===== src/rtl/cpu_pkg.sv =====
// Shared types and constants for the instruction-memory program loader.
package cpu_pkg;

  localparam int INSTR_WIDTH = 32;
  localparam logic [INSTR_WIDTH-1:0] NOP_WORD = '0;

  typedef enum logic [2:0] {
    IDLE,
    LOAD,
    PAD,
    HOLD,
    DONE
  } loader_state_e;

endpackage


===== src/rtl/load_hold_counter.sv =====
// Down-counter that strobes expired on the last of HOLD_CYCLES enabled cycles
// following a load.
module load_hold_counter #(
  parameter int HOLD_CYCLES = 4
) (
  input  logic clk,
  input  logic reset,
  input  logic load,
  input  logic en,
  output logic expired
);

  localparam int CW = (HOLD_CYCLES < 2) ? 1 : $clog2(HOLD_CYCLES + 1);

  logic [CW-1:0] cnt;

  always_ff @(posedge clk or posedge reset) begin
    if (reset)                   cnt <= '0;
    else if (load)               cnt <= CW'(HOLD_CYCLES - 1);
    else if (en && cnt != '0)    cnt <= cnt - 1'b1;
  end

  assign expired = en && (cnt == '0);

endmodule


===== src/rtl/instr_mem_loader.sv =====
// Streams program words into instruction memory, zero-fills the rest, then
// releases the CPU from reset a fixed number of cycles after the last write.
module instr_mem_loader
  import cpu_pkg::*;
#(
  parameter int NUM_WORDS   = 32,
  parameter int ADDR_STEP   = 4,
  parameter int HOLD_CYCLES = 4
) (
  input  logic                          clk,
  input  logic                          reset,
  input  logic                          start,
  input  logic                          in_valid,
  output logic                          in_ready,
  input  logic [INSTR_WIDTH-1:0]        in_word,
  input  logic                          in_last,
  output logic                          mem_we,
  output logic [31:0]                   mem_addr,
  output logic [INSTR_WIDTH-1:0]        mem_wdata,
  output logic                          cpu_reset,
  output logic                          done,
  output logic                          error,
  output logic [$clog2(NUM_WORDS):0]    word_count,
  output logic [31:0]                   checksum
);

  localparam int SW = $clog2(NUM_WORDS) + 1;
  localparam logic [SW-1:0] LAST_SLOT = SW'(NUM_WORDS - 1);

  loader_state_e state, state_nx;

  logic [SW-1:0]          slot, slot_nx;
  logic [SW-1:0]          word_count_nx;
  logic [31:0]            checksum_nx;
  logic                   mem_we_nx;
  logic [31:0]            mem_addr_nx;
  logic [INSTR_WIDTH-1:0] mem_wdata_nx;
  logic                   cpu_reset_nx, done_nx, error_nx;
  logic                   hold_load, hold_expired, begin_load;
  logic [31:0]            slot_addr;

  assign in_ready  = (state == LOAD);
  assign slot_addr = 32'(slot) * 32'(ADDR_STEP);
  assign begin_load = start && (state == IDLE || state == DONE);

  load_hold_counter #(.HOLD_CYCLES(HOLD_CYCLES)) u_hold (
    .clk     (clk),
    .reset   (reset),
    .load    (hold_load),
    .en      (state == HOLD),
    .expired (hold_expired)
  );

  always_comb begin
    state_nx      = state;
    slot_nx       = slot;
    word_count_nx = word_count;
    checksum_nx   = checksum;
    mem_we_nx     = 1'b0;
    mem_addr_nx   = mem_addr;
    mem_wdata_nx  = mem_wdata;
    cpu_reset_nx  = cpu_reset;
    done_nx       = done;
    error_nx      = error;
    hold_load     = 1'b0;

    if (begin_load) begin
      state_nx      = LOAD;
      slot_nx       = '0;
      word_count_nx = '0;
      checksum_nx   = '0;
      cpu_reset_nx  = 1'b1;
      done_nx       = 1'b0;
      error_nx      = 1'b0;
    end

    case (state)
      LOAD: begin
        if (in_valid) begin
          mem_we_nx     = 1'b1;
          mem_addr_nx   = slot_addr;
          mem_wdata_nx  = in_word;
          slot_nx       = slot + 1'b1;
          word_count_nx = word_count + 1'b1;
          checksum_nx   = checksum + in_word;
          // The final slot decides between a clean fit and an overflow.
          if (slot == LAST_SLOT) begin
            if (in_last) begin
              state_nx  = HOLD;
              hold_load = 1'b1;
            end else begin
              state_nx = DONE;
              error_nx = 1'b1;
            end
          end else if (in_last) begin
            state_nx = PAD;
          end
        end
      end
      PAD: begin
        mem_we_nx    = 1'b1;
        mem_addr_nx  = slot_addr;
        mem_wdata_nx = NOP_WORD;
        slot_nx      = slot + 1'b1;
        if (slot == LAST_SLOT) begin
          state_nx  = HOLD;
          hold_load = 1'b1;
        end
      end
      HOLD: begin
        if (hold_expired) begin
          state_nx     = DONE;
          cpu_reset_nx = 1'b0;
          done_nx      = 1'b1;
        end
      end
      default: ;
    endcase
  end

  always_ff @(posedge clk or posedge reset) begin
    if (reset) begin
      state      <= IDLE;
      slot       <= '0;
      word_count <= '0;
      checksum   <= '0;
      mem_we     <= 1'b0;
      mem_addr   <= '0;
      mem_wdata  <= '0;
      cpu_reset  <= 1'b1;
      done       <= 1'b0;
      error      <= 1'b0;
    end else begin
      state      <= state_nx;
      slot       <= slot_nx;
      word_count <= word_count_nx;
      checksum   <= checksum_nx;
      mem_we     <= mem_we_nx;
      mem_addr   <= mem_addr_nx;
      mem_wdata  <= mem_wdata_nx;
      cpu_reset  <= cpu_reset_nx;
      done       <= done_nx;
      error      <= error_nx;
    end
  end

endmodule


===== config.mk =====
export PLATFORM = sky130hd
export DESIGN_NAME = instr_mem_loader
export DESIGN_NICKNAME = d
export VERILOG_FILES = /design/src/rtl/cpu_pkg.sv /design/src/rtl/load_hold_counter.sv /design/src/rtl/instr_mem_loader.sv
export SDC_FILE = /design/constraint.sdc
export NUM_CORES = 1
export LEC_CHECK = 0
export CAP_MARGIN = 10
export CORE_AREA = 2 2 118 120
export CTS_CLUSTER_DIAMETER = 50
export DETAILED_ROUTE_END_ITERATION = 8
export DIE_AREA = 0 0 120 122
export PLACE_DENSITY = 0.7
export SYNTH_ARGS = -nofsm -noshare
export SYNTH_HDL_FRONTEND = slang
export SYNTH_SLANG_ARGS = --single-unit

===== constraint.sdc =====
create_clock -name clk -period 4.83 [get_ports clk]
set_input_delay 0.966 -clock clk [delete_from_list [all_inputs] [get_ports clk]]
set_output_delay 0.966 -clock clk [all_outputs]
set_load 0.01 [all_outputs]

## Yosys cells after proc, flatten, opt, wreduce, memory -nomap -nowiden

Index checks and enable logic that the tools add are counted.

- Output and inout bits: 107
- Input port bits: 37
- Bits in registers: 118
- Memories: 0
- RAM bits: 0
- Word-level logic and storage cells: 72
- Latch bits: 0
- Memory bits (read-only): 0

- $mul: 0
- Add/subtract/negate cells: 4
- Multiplexer cells: 41
- Eq/ne operators: 6
- $lt $le $gt $ge: 0
- Shifts and indexed selects: 0
- Reduce and logical (&&, ||, !) cells: 10
- Bitwise operators: 0
- Divide/modulo/power cells: 0

Operator list:

| kind | count |
|---|---|
| $mux W32 | 5 |
| $pmux W32 S2 | 2 |
| $add A32 B32 Y32 | 1 |
| $mux W6 | 5 |
| $mux W3 | 9 |
| $mux W1 | 16 |
| $add A6 B1 Y6 const B | 2 |
| $pmux W6 S2 | 1 |
| $pmux W3 S3 | 1 |
| $eq A3 B2 Y1 const B | 2 |
| $eq A6 B5 Y1 const B | 1 |
| $logic_not A3 Y1 | 2 |
| $pmux W1 S2 | 2 |
| $reduce_bool A2 Y1 | 2 |
| $eq A3 B1 Y1 const B | 1 |
| $eq A3 B3 Y1 const B | 1 |
| $logic_and A1 B1 Y1 | 3 |
| $reduce_bool A3 Y1 | 1 |
| $sub A3 B1 Y3 const B | 1 |
| $ne A2 B2 Y1 const B | 1 |
| $reduce_and A2 Y1 | 1 |
| $logic_or A1 B1 Y1 | 1 |

## Longest topological paths before layout

- Depth in word-level cells: 8
- Gate-level depth with buffers: 9
- Mapped depth without buffers: 9

## Modules after synthesis

A second synthesis with hierarchy kept.

- Cell total of the unflattened synthesis: 633
- Area, all modules: 5491.5 um^2

By module, submodules not included:

| module | seq. area each (um^2) | area each (um^2) | times used | cells an instance |
|---|---|---|---|---|
| instr_mem_loader | 2228.4 | 5296.3 | 1 | 614 |
| load_hold_counter | 75.1 | 195.2 | 1 | 19 |

## Worst setup path before layout

No wires, ideal clock.

- Kind: input port to flip-flop
- From: input in_word[0]
- To: register checksum[26]
- Setup time: 122 ps
- Arrival: 2881 ps
- Setup slack: 1827 ps
- Path buffers: 0
- Cell stages on the path: 9
- Cell sequence: ha_1 -> fa_1 -> a21o_1 -> a221o_1 -> a21oi_1 -> a21oi_2 -> a21oi_1 -> nand2_1 -> a32o_1

- Longest elaborated chain between the ends: 3

RTL lines:

| element | line | source |
|---|---|---|
| start: declaration | instr_mem_loader.sv:15 | `input logic [INSTR_WIDTH-1:0] in_word,` |
| $add A32 B32 Y32 | instr_mem_loader.sv:85 | `checksum_nx = checksum + in_word;` |
| $mux W32 | instr_mem_loader.sv:79 | `if (in_valid) begin` |
| $mux W32 | instr_mem_loader.sv:77 | `case (state)` |
| named net checksum_nx[26] | instr_mem_loader.sv:34 | `logic [31:0] checksum_nx;` |
| end signal: assignment | instr_mem_loader.sv:137 | `checksum <= checksum_nx;` |
| end: declaration | instr_mem_loader.sv:24 | `output logic [31:0] checksum` |

The timed path passes the listed nets, and every way through them passes these cells.
A chain may end at the register's enable or synchronous reset.

## Worst setup path after layout

- From: input in_word[0]
- To: register checksum[28]

Same word-level chain as after synthesis.

==> results.yml <==
placed_design:
  hpwl_um: 10500
  postPlaceCellArea_um2: 6760
  io_buffers: 117
  gp_congestion: 0.878
critical_path:
  rr_worst_depth: 9
  endpoint_kind: "register"
  r2r_slack_ps: 2080
  path_class: "in -> reg"
  critPathCapture: "checksum[28]"
  r2r-end: "checksum[28]"
  crit_arrival_ps: 3620
  r2r-start: "checksum[0]"
  startpoint: "in_word[0]"
  worstPathMaxFanout: 5
  cp.required_ps: 5030
  start_kind: "input port"
die:
  num_rows: 43
  die_x_um: 120
  die_y_um: 122
  dieArea_um2: 14600
  ios: 144
  core_um2: 13500
  initial_core_util_pct: 40.9
yosys:
  postSynthAreaPerCell_um2: 9.07
  synth_cell_types: 58
  ys_warn_count: 0
  netlist_area_um2: 5530
  syn_inst: 609
  async_flop_share_pct: 100
  ys_seq_elements: 92
  synth_top_cells_by_count: "nand2_1, dfrtp_1, a21oi_1"
  yosysTopAreaCell: "dfrtp_1"
  synthFlopType: "dfrtp_1"
  synth.most_common_cell: "nand2_1"
  synth.area.top_cells: "dfrtp_1, ha_1, nand2_1"
  synth_top_area_share_pct: 41.2
  synth_edf_count: 0
  yosysSeqAreaShare_pct: 41.7
power:
  power.internal_mw: 2.30
  switching_power_mw: 1.58
  p_sw_share_pct: 40.7
  clkPwrFrac_pct: 17.5
  power_frac_seq_pct: 31.3
  ir_worst_vdd_uv: 273
  power_per_cell_area_nw_per_um2: 551
  total_power_mw: 3.88
  comb_power_share_pct: 51.2
  p_leak_nw: 3.14
drt:
  drc: 0
  wl_per_cell_um: 16.2
  drtIter0Drc: 218
  routed_via_density: 5.39
  first_pass_iters: 5
  wl_um: 14500
  vias: 4842
  ant_nets: 0
final_layout:
  final_area_um2: 7040
  fill_cells: 1249
  syn_to_final_growth_pct: 27.4
  fin_nets: 787
  drive_above_1_share_pct: 4.45
  diodes: 0
timing:
  slew_headroom_pct: 35.8
  timing.fmax_mhz: 292
  rsz0062_at_grt: "false"
  tightest_slew_ps: 963
  holdWs_ps: 486
  setup_violations: 0
  hold_viol_final: 0
  setup_tns_ps: 0
  min_period_ps: 3420
  finalCritPeriodShare_pct: 70.8
  slew_viol_final: 0
  fin_skew_ps: 9.58
global_routing:
  grt_pass1_vias: 4714
  antenna_found_initial: 0
  grt_use_total_pct: 20.3
  grt_remaining_overflow: 0
  grt_max_degree: 79
  grt_pass1_wl_um: 23800
cts:
  cts-buffers-inserted: 9
  clockRootBuffer: "clkbuf_16"
  post_cts_resized: 0
  cts_htree_levels: 3
  postCtsSetupRepairBufs: 0
  postCtsHoldBufs: 0
  clockBufferDepth: 2
  cts_tree: "built"
  clk-insertion-delay-late_ps: 350
  clkSinkCount: 92
  clkSlewWorstSetupHoldPaths_ps: 70
worst_hold_path:
  hp-class: "reg -> reg"
  min_path_cells: 2
outcome:
  status: "finished, final reports clean"
job:
  cap_viol_max_count: 0
[power by group through the flow]
stage | Sequential [mW] | Combinational (mW) | Clock (mW)
final | 1.21 | 1.99 | 0.681
after global routing | 1.25 | 2.21 | 0.726
after CTS | 1.21 | 2.00 | 0.699
after global placement | 1.22 | 1.96 | 0
after detailed placement | 1.22 | 1.98 | 0
after floorplan | 1.28 | 1.15 | 0
[cell usage in the layout, fill, tap and decap left out, types with 10 or more instances in the layout]
| master | Yosys | final |
|---|---|---|
| nand2_1 | 95 | 95 |
| a21oi_1 | 53 | 53 |
| a22o_1 | 37 | 37 |
| xnor2_1 | 15 | 15 |
| xor2_1 | 16 | 16 |
| nand3_1 | 10 | 10 |
| o21ai_0 | 50 | 50 |
| ha_1 | 35 | 35 |
| dfrtp_1 | 91 | 91 |
| clkdlybuf4s50_1 | 0 | 117 |
| nor2_1 | 34 | 33 |
| conb_1 | 1 | 26 |
[worst max-delay path: stages]
cell             delay [ps]
clkdlybuf4s50_1         440
ha_1                    250
fa_1                    420
a21o_1                  220
a221o_1                 400
a31oi_1                 220
a21oi_1                 180
a41oi_1                 290
xor2_1                  160
o21ai_1                  70
[routing by layer]
metal	part of all wire, %	up-vias	wire (um)	global-route usage [%]
li1	-	2337	-	-
met1	47	2348	6870	28.1
met2	47	141	6760	32.0
met3	4.5	16	649	3.00
met4	1.7	0	244	7.87
met5	0	-	0	0
[layout make-up]
| type | count | area, um2 | share of cell area, % |
|---|---|---|---|
| clock buffer | 10 | 239 | 3.39 |
| clock inverter | 6 | 46.3 | 0.658 |
| inverter | 11 | 43.8 | 0.622 |
| multi-input combinational | 478 | 2970 | 42.2 |
| sequential | 92 | 2300 | 32.7 |
| tap | 180 | 225 | 3.20 |
| timing repair buffer | 122 | 1210 | 17.2 |
[how the worst min path moves through the flow]
stage	from	to	slack, ps
2_1_floorplan	slot[5]	slot[5]	460
3_3_place_gp	mem_addr[3]	mem_addr[3]	460
3_5_place_dp	mem_addr[2]	mem_addr[2]	460
4_1_cts	mem_addr[7]	mem_addr[7]	490
5_1_grt	error	error	510
6_report	mem_addr[2]	mem_addr[2]	490
[through the flow]
stage | cells | utilization (%) | worst slack [ps]
6_report | 899 | 52.1 | 1410
4_1_cts | 899 | 52.1 | 1420
2_1_floorplan | 634 | - | 1470
3_5_place_dp | 883 | 50.0 | 1070
3_3_place_gp | 883 | 50.0 | 1130
5_1_grt | 899 | 52.1 | 1250
[flip-flops by register name, indices dropped and copies added (netlist names)]
name / flops
mem_addr: 6
slot: 6
checksum: 32
word_count: 6
state: 3
mem_wdata: 32
mem_we: 1
u_hold.cnt: 3
done: 1
cpu_reset: 1
error: 1
[kinds of logic after synthesis]
| kind of cell | after synthesis | synth area share [%] |
|---|---|---|
| adder cells (fa/ha/maj) | 36 | 8.29 |
| buffers and inverters | 64 | 6.27 |
| XOR/XNOR | 31 | 4.91 |
| multiplexers | 1 | 0.181 |
| AND/OR/NAND/NOR | 185 | 15.2 |
| other | 1 | 0.0679 |
| AO/OA/AOI/OAI | 199 | 23.4 |
| flip-flops | 92 | 41.7 |
No activity file was read; power rests on OpenSTA's default activity.
